[src/rtl/polaris_pkg.sv]
// Shared definitions for the Polaris instruction-fetch unit: bus constants,
// the fetch FSM state type and the instruction-queue entry layout.
package polaris_pkg;

    localparam logic [1:0]  SIZE_WORD            = 2'd2;
    localparam logic [1:0]  RVC_LOW              = 2'b11;
    localparam logic [63:0] DEFAULT_RESET_VECTOR = 64'hFFFF_FFFF_FFFF_FF00;

    typedef enum logic [1:0] {
        FETCH_IDLE = 2'd0,
        FETCH_ADDR = 2'd1,
        FETCH_DATA = 2'd2
    } fetch_state_e;

    typedef struct packed {
        logic        fault;
        logic [63:0] pc;
        logic [31:0] insn;
    } fetch_entry_t;

endpackage

[src/rtl/polaris_ifetch_fifo.sv]
// Instruction queue for polaris_ifetch: DEPTH entries of {fault, pc, insn},
// up to two pushes and one pop per cycle, synchronous flush (a push in the
// flush cycle lands in the emptied queue), and a free-slot count.
module polaris_ifetch_fifo
    import polaris_pkg::*;
#(
    parameter int unsigned DEPTH = 4
) (
    input  logic                       i_clk,
    input  logic                       i_rst,
    input  logic                       i_flush,
    input  logic [1:0]                 i_push_n,
    input  fetch_entry_t               i_push0,
    input  fetch_entry_t               i_push1,
    input  logic                       i_pop,
    output fetch_entry_t               o_head,
    output logic                       o_valid,
    output logic [$clog2(DEPTH):0]     o_free
);

    localparam int unsigned PW = $clog2(DEPTH);
    localparam int unsigned CW = PW + 1;

    fetch_entry_t  r_mem [DEPTH];
    logic [PW-1:0] r_rd;
    logic [PW-1:0] r_wr;
    logic [CW-1:0] r_cnt;
    logic [PW-1:0] w_wa0;
    logic [PW-1:0] w_wa1;
    logic          w_pop;

    assign w_pop   = i_pop && (r_cnt != '0);
    assign o_valid = (r_cnt != '0);
    assign o_head  = r_mem[r_rd];
    assign o_free  = CW'(DEPTH) - r_cnt;
    assign w_wa0   = i_flush ? '0 : r_wr;
    assign w_wa1   = w_wa0 + 1'b1;

    // Pointer and occupancy bookkeeping; flush restarts the queue at slot 0.
    always_ff @(posedge i_clk or posedge i_rst) begin
        if (i_rst) begin
            r_rd  <= '0;
            r_wr  <= '0;
            r_cnt <= '0;
        end else if (i_flush) begin
            r_rd  <= '0;
            r_wr  <= PW'(i_push_n);
            r_cnt <= CW'(i_push_n);
        end else begin
            if (w_pop) begin
                r_rd <= r_rd + 1'b1;
            end
            r_wr  <= r_wr + PW'(i_push_n);
            r_cnt <= r_cnt + CW'(i_push_n) - CW'(w_pop);
        end
    end

    // Entry storage; lower word always goes first so decode sees program order.
    always_ff @(posedge i_clk) begin
        if (i_push_n != 2'd0) begin
            r_mem[w_wa0] <= i_push0;
        end
        if (i_push_n == 2'd2) begin
            r_mem[w_wa1] <= i_push1;
        end
    end

endmodule

[src/rtl/polaris_ifetch.sv]
// Polaris RV64 instruction fetch: issues BUS_W-bit program beats, assembles
// 32-bit instructions into a DEPTH-entry queue and restarts on redirect.
// Optional feature macro: POLARIS_IFETCH_MISALIGN_EN (misaligned redirect
// targets produce a single fault entry instead of a fetch).
module polaris_ifetch
    import polaris_pkg::*;
#(
    parameter int unsigned BUS_W        = 16,
    parameter int unsigned DEPTH        = 4,
    parameter logic [63:0] RESET_VECTOR = DEFAULT_RESET_VECTOR
) (
    input  logic             clk_i,
    input  logic             reset_i,
    input  logic [BUS_W-1:0] dat_i,
    input  logic             ack_i,
    output logic [63:0]      adr_o,
    output logic [1:0]       size_o,
    output logic             we_o,
    output logic             vpa_o,
    input  logic             redirect_i,
    input  logic [63:0]      redirect_pc_i,
    output logic [31:0]      insn_o,
    output logic [63:0]      insn_pc_o,
    output logic             insn_valid_o,
    input  logic             insn_ready_i,
    output logic             undefined_o,
    output logic             insn_fault_o
);

    localparam int unsigned BEAT_B = BUS_W / 8;
    localparam int unsigned IPB    = (BUS_W == 64) ? 2 : 1;
    localparam int unsigned CW     = $clog2(DEPTH) + 1;
    localparam logic [63:0] ALIGN  = ~(64'(BEAT_B) - 64'd1);

    fetch_state_e  r_state, w_state;
    logic [63:0]   r_adr, w_adr;
    logic          r_half, w_half;   // low halfword held, high half still due
    logic [15:0]   r_lo, w_lo;
    logic          r_drop, w_drop;   // discard low word of next 64-bit beat
    logic          r_halt, w_halt;   // parked on a misaligned-target fault
    logic [63:0]   w_dat;
    logic          w_ack, w_pop, w_mis, w_room, w_head_valid;
    logic [1:0]    w_push_n;
    fetch_entry_t  w_push0, w_push1, w_head;
    logic [CW-1:0] w_free;
    int            w_free_next;

    assign w_dat       = 64'(dat_i);
    assign w_ack       = (r_state == FETCH_DATA) && ack_i;
    assign w_pop       = w_head_valid && insn_ready_i;
    assign w_free_next = int'(w_free) + int'(w_pop) - int'(w_push_n);
    assign w_room      = (w_free_next >= int'(IPB));

`ifdef POLARIS_IFETCH_MISALIGN_EN
    assign w_mis        = (redirect_pc_i[1:0] != 2'b00);
    assign insn_fault_o = w_head_valid && w_head.fault;
`else
    assign w_mis        = 1'b0;
    assign insn_fault_o = 1'b0;
`endif

    // Queue writes: assembled words on ack, or the fault entry on a bad redirect.
    always_comb begin
        w_push_n = 2'd0;
        w_push0  = '0;
        w_push1  = '0;
        if (redirect_i) begin
            if (w_mis) begin
                w_push_n      = 2'd1;
                w_push0.fault = 1'b1;
                w_push0.pc    = redirect_pc_i;
            end
        end else if (w_ack) begin
            if (BUS_W == 16) begin
                w_push_n     = r_half ? 2'd1 : 2'd0;
                w_push0.pc   = r_adr - 64'd2;
                w_push0.insn = {w_dat[15:0], r_lo};
            end else if (BUS_W == 32) begin
                w_push_n     = 2'd1;
                w_push0.pc   = r_adr;
                w_push0.insn = w_dat[31:0];
            end else if (r_drop) begin
                w_push_n     = 2'd1;
                w_push0.pc   = r_adr + 64'd4;
                w_push0.insn = w_dat[63:32];
            end else begin
                w_push_n     = 2'd2;
                w_push0.pc   = r_adr;
                w_push0.insn = w_dat[31:0];
                w_push1.pc   = r_adr + 64'd4;
                w_push1.insn = w_dat[63:32];
            end
        end
    end

    // Bus FSM next state; redirect overrides everything in flight.
    always_comb begin
        w_state = r_state;
        w_adr   = r_adr;
        w_half  = r_half;
        w_lo    = r_lo;
        w_drop  = r_drop;
        w_halt  = r_halt;
        if (redirect_i) begin
            w_adr   = redirect_pc_i & ALIGN;
            w_half  = 1'b0;
            w_drop  = (BUS_W == 64) && redirect_pc_i[2];
            w_halt  = w_mis;
            w_state = w_mis ? FETCH_IDLE : FETCH_ADDR;
        end else begin
            unique case (r_state)
                FETCH_IDLE: begin
                    if (!r_halt && w_room) begin
                        w_state = FETCH_ADDR;
                    end
                end
                FETCH_ADDR: w_state = FETCH_DATA;
                FETCH_DATA: begin
                    if (ack_i) begin
                        w_adr   = r_adr + 64'(BEAT_B);
                        w_half  = (BUS_W == 16) && !r_half;
                        w_lo    = w_dat[15:0];
                        w_drop  = 1'b0;
                        w_state = w_room ? FETCH_ADDR : FETCH_IDLE;
                    end
                end
                default: w_state = FETCH_IDLE;
            endcase
        end
    end

    // Fetch state registers.
    always_ff @(posedge clk_i or posedge reset_i) begin
        if (reset_i) begin
            r_state <= FETCH_ADDR;
            r_adr   <= RESET_VECTOR & ALIGN;
            r_half  <= 1'b0;
            r_lo    <= 16'h0000;
            r_drop  <= (BUS_W == 64) && RESET_VECTOR[2];
            r_halt  <= 1'b0;
        end else begin
            r_state <= w_state;
            r_adr   <= w_adr;
            r_half  <= w_half;
            r_lo    <= w_lo;
            r_drop  <= w_drop;
            r_halt  <= w_halt;
        end
    end

    polaris_ifetch_fifo #(
        .DEPTH (DEPTH)
    ) u_fifo (
        .i_clk    (clk_i),
        .i_rst    (reset_i),
        .i_flush  (redirect_i),
        .i_push_n (w_push_n),
        .i_push0  (w_push0),
        .i_push1  (w_push1),
        .i_pop    (w_pop),
        .o_head   (w_head),
        .o_valid  (w_head_valid),
        .o_free   (w_free)
    );

    assign adr_o        = r_adr;
    assign vpa_o        = (r_state != FETCH_IDLE);
    assign size_o       = SIZE_WORD;
    assign we_o         = 1'b0;
    assign insn_o       = w_head.insn;
    assign insn_pc_o    = w_head.pc;
    assign insn_valid_o = w_head_valid;
    assign undefined_o  = w_head_valid && !w_head.fault && (w_head.insn[1:0] != RVC_LOW);

endmodule

[config.mk]
export PLATFORM = sky130hd
export DESIGN_NAME = polaris_ifetch
export DESIGN_NICKNAME = d
export VERILOG_FILES = /design/src/rtl/polaris_pkg.sv /design/src/rtl/polaris_ifetch_fifo.sv /design/src/rtl/polaris_ifetch.sv
export SDC_FILE = /design/constraint.sdc
export NUM_CORES = 1
export LEC_CHECK = 0
export CAP_MARGIN = 5
export CORE_ASPECT_RATIO = 2
export CORE_UTILIZATION = 30
export CTS_CLUSTER_SIZE = 40
export DETAILED_ROUTE_END_ITERATION = 6
export DONT_BUFFER_PORTS = 1
export PLACE_DENSITY = 0.47
export SLEW_MARGIN = 5
export SYNTH_ARGS = -nofsm -noshare
export SYNTH_HDL_FRONTEND = slang
export SYNTH_SLANG_ARGS = --single-unit
[constraint.sdc]
create_clock -name clk_i -period 11.9 [get_ports clk_i]
set_input_delay 1.19 -clock clk_i [delete_from_list [all_inputs] [get_ports clk_i]]
set_output_delay 1.19 -clock clk_i [all_outputs]
set_load 0.05 [all_outputs]
==> reports/metrics.cfg <==
[pwr]
power.density_nw_per_um2=205
ir_worst_vdd_uv=133
p_leak_uw=0.00744

[timing]
finalHoldViolCount=0
setup_viol=0
hold_slack_ns=0.467
tightest_slew_ns=1.02
final-max-slew-violation-count=0
timing.final.ws_setup_ns=7.54
period_share_pct=36.6
max_freq_mhz=229
fin_crit_ns=4.36
slew_headroom_pct=32.2
rsz0062_at_grt=no
fin_skew_ns=0.0280
finalSetupTns_ns=0

[synth]
synth.distinct_cells=58
ys_top_cells_by_count=384 x edfxtp_1, 96 x mux4_2, 89 x nor2_1
syn_area_um2=20700
ys_async_sr_fraction_pct=18.8
synth_area_per_cell_um2=14.9
yosysMostFrequentCell=edfxtp_1
synth_top_family_by_area=simple AND/OR/NAND/NOR gates
yosys.area.top_type_share_pct=55.6
yosys.area.top_type=edfxtp_1
ys_ff_latch=473
synth_edf_count=384
synth_compound_area_share_pct=4.78
synthXorXnorAreaFrac_pct=2.74
yosys.area_share.simple_pct=11.4
synthMuxAreaShare_pct=11.1
seq_area_frac_synth_pct=66.7
yosysWarnings=0
yosys_most_used_dff=edfxtp_1
yosys.area_share.adder_pct=0.796
netlist_instances=1389
synthTopCellsByArea=edfxtp_1 56%, mux4_2 10%, dfstp_2 7.2%, dfrtp_1 3.9%, nor2_1 1.6%

[grt]
grt_max_degree=103
grt.overflow.total=0
grt_use_met3_pct=3.72
grt_pass1_vias=12600
gr-usage-met2_pct=29.8
antenna_found_initial=1
grt-busiest-layer=met2
met1_usage_pct=19.8
grtUsageTotal_pct=16.9
grt_pass1_wl_um=87100

[layout]
fin_area_um2=23300
areaGrowthSynthToFinish_pct=12.1
drive_gt1_share_pct=19.9
final_core_util_pct=33.9
fin_nets=1461

[drt]
wirelength_um=59200
viasPerCell=5.23
detail-route-antenna-nets=0
drtIter0Drc=624
vias=12000
wl_per_cell_um=25.7
dr.pass1.iters=6
remaining_drc_errors=0

[die]
row_count=136
core_um2=68600
io_pins=252
dieWidth_um=188
dieArea_um2=70300
die_y_um=374
start_util_pct=30.3

[setup_path]
crit_arrival_ns=4.70
startpoint=adr_o[1]
endpoint=u_fifo.r_mem[1][77]
r2r_cells=7
crit_path_max_fanout=18
timing.rr.end=u_fifo.r_mem[1][77]
crit_required_ns=12.24
crit_type=register to register
rr_startpoint=adr_o[1]
reg2reg_slack_ns=7.54
start_kind=register
crit_path_end_kind=register

[placed_design]
dpl-instance-area_um2=21700
port_buffers=0
gp_congestion=0.824
dp_worst_setup_slack_ns=6.83
post-dp-hpwl_um=38300

[cts]
postCtsSetupRepairBufs=0
cts_made_buffers=46
cts_root_buf=clkbuf_16
cts_htree_levels=2
path_clk_slew_ns=0.07
cts_buffer_depth=3
post_cts_resized=0
cts_sinks=473
cts_hold_buf=0
cts_tree=done
clock_latency_ns=0.59

[hold_path]
whs_path_depth=1
hp-class=register to register

[job]
maxCapViolCount=0

[outcome]
status=finished clean

==> per-stage QoR <==
stage	power, uW	std cells
6_report	4780	2300
5_1_grt	4960	2299
4_1_cts	4860	2299
3_5_place_dp	3330	2213
3_3_place_gp	3320	2213
2_1_floorplan	3090	1396
==> area by class of cell <==
class                   count  area, um^2
repair buffers             23         173
diodes                      1        2.50
fillers                  6708       45300
well taps                 897        1120
inverters                  22        85.1
flip-flops and latches    473       13800
clock inverters            22         258
clock buffers              64        1300
multi-input cells         798        6490
==> worst max-delay path, stage by stage (launching register included) <==
cell and delay, ns:
dfrtp_1 0.66, inv_1 0.23, ha_1 0.24, or3b_2 0.48, nor3_1 0.60, nand4_1 0.84, or4_1 0.70, a21oi_1 0.38
==> registers in the layout, indices dropped and copies added, names as in the netlist <==
signal / count
u_fifo.r_rd: 2
u_fifo.r_mem: 384
r_half: 1
u_fifo.r_cnt: 3
r_state: 2
r_lo: 16
adr_o: 63
u_fifo.r_wr: 2
==> routing by layer <==
| layer | vias up | part of all wire [%] | wire length, um |
|---|---|---|---|
| met1 | 6275 | 39 | 23300 |
| met5 | - | 0.019 | 11 |
| met4 | 2 | 3.4 | 2010 |
| met3 | 89 | 5.8 | 3450 |
| met2 | 338 | 51 | 30500 |
| li1 | 5332 | - | - |
==> cells in the final DEF (no fill, tap or decap), types with 7 or more instances in the layout <==
master     instances
a21o_1            17
a21oi_1           27
a31oi_1           21
and2_1            39
buf_4             23
clkbuf_1          11
clkbuf_16         47
conb_1             9
dfrtp_1           30
dfstp_2           57
edfxtp_1         384
ha_1              10
inv_1             20
mux2_2             7
mux2i_1            7
mux4_2            96
nand2_1           82
nand3_1           33
nand4_1           34
nor2_1            87
nor3_1            29
nor4_1            22
o21ai_0           50
o31ai_1           26
or3_1             36
or4_1             34
xnor2_1           38
xor2_1            27
==> power breakdown <==
part	total [uW]	internal, uW	switching (uW)	leakage [uW]
clock network	1520	860	655	0.000747
registers	2060	1850	204	0.00473
logic	1210	348	860	0.00196
total	4780	3060	1720	0.00744
==> cells by family (layout without fill, tap and decap cells) <==
family                   Yosys count  count (layout)
adder cells (fa/ha/maj)           12              12
multiplexers                     110             110
other                              2              10
AND/OR/NAND/NOR                  443             443
XOR/XNOR                          65              65
buffers and inverters            125             131
AO/OA/AOI/OAI                    159             159
flip-flops                       473             473
==> worst min-delay path by stage <==
stage                     startpoint       to  slack (ns)
after CTS                    r_lo[0]  r_lo[0]        0.47
after global routing         r_lo[0]  r_lo[0]        0.48
final                        r_lo[8]  r_lo[8]        0.47
after global placement       r_lo[4]  r_lo[4]        0.45
after detailed placement     r_lo[0]  r_lo[0]        0.46
after floorplan              r_lo[0]  r_lo[0]        0.44
Note: power is estimated with default switching activity, not from simulation.
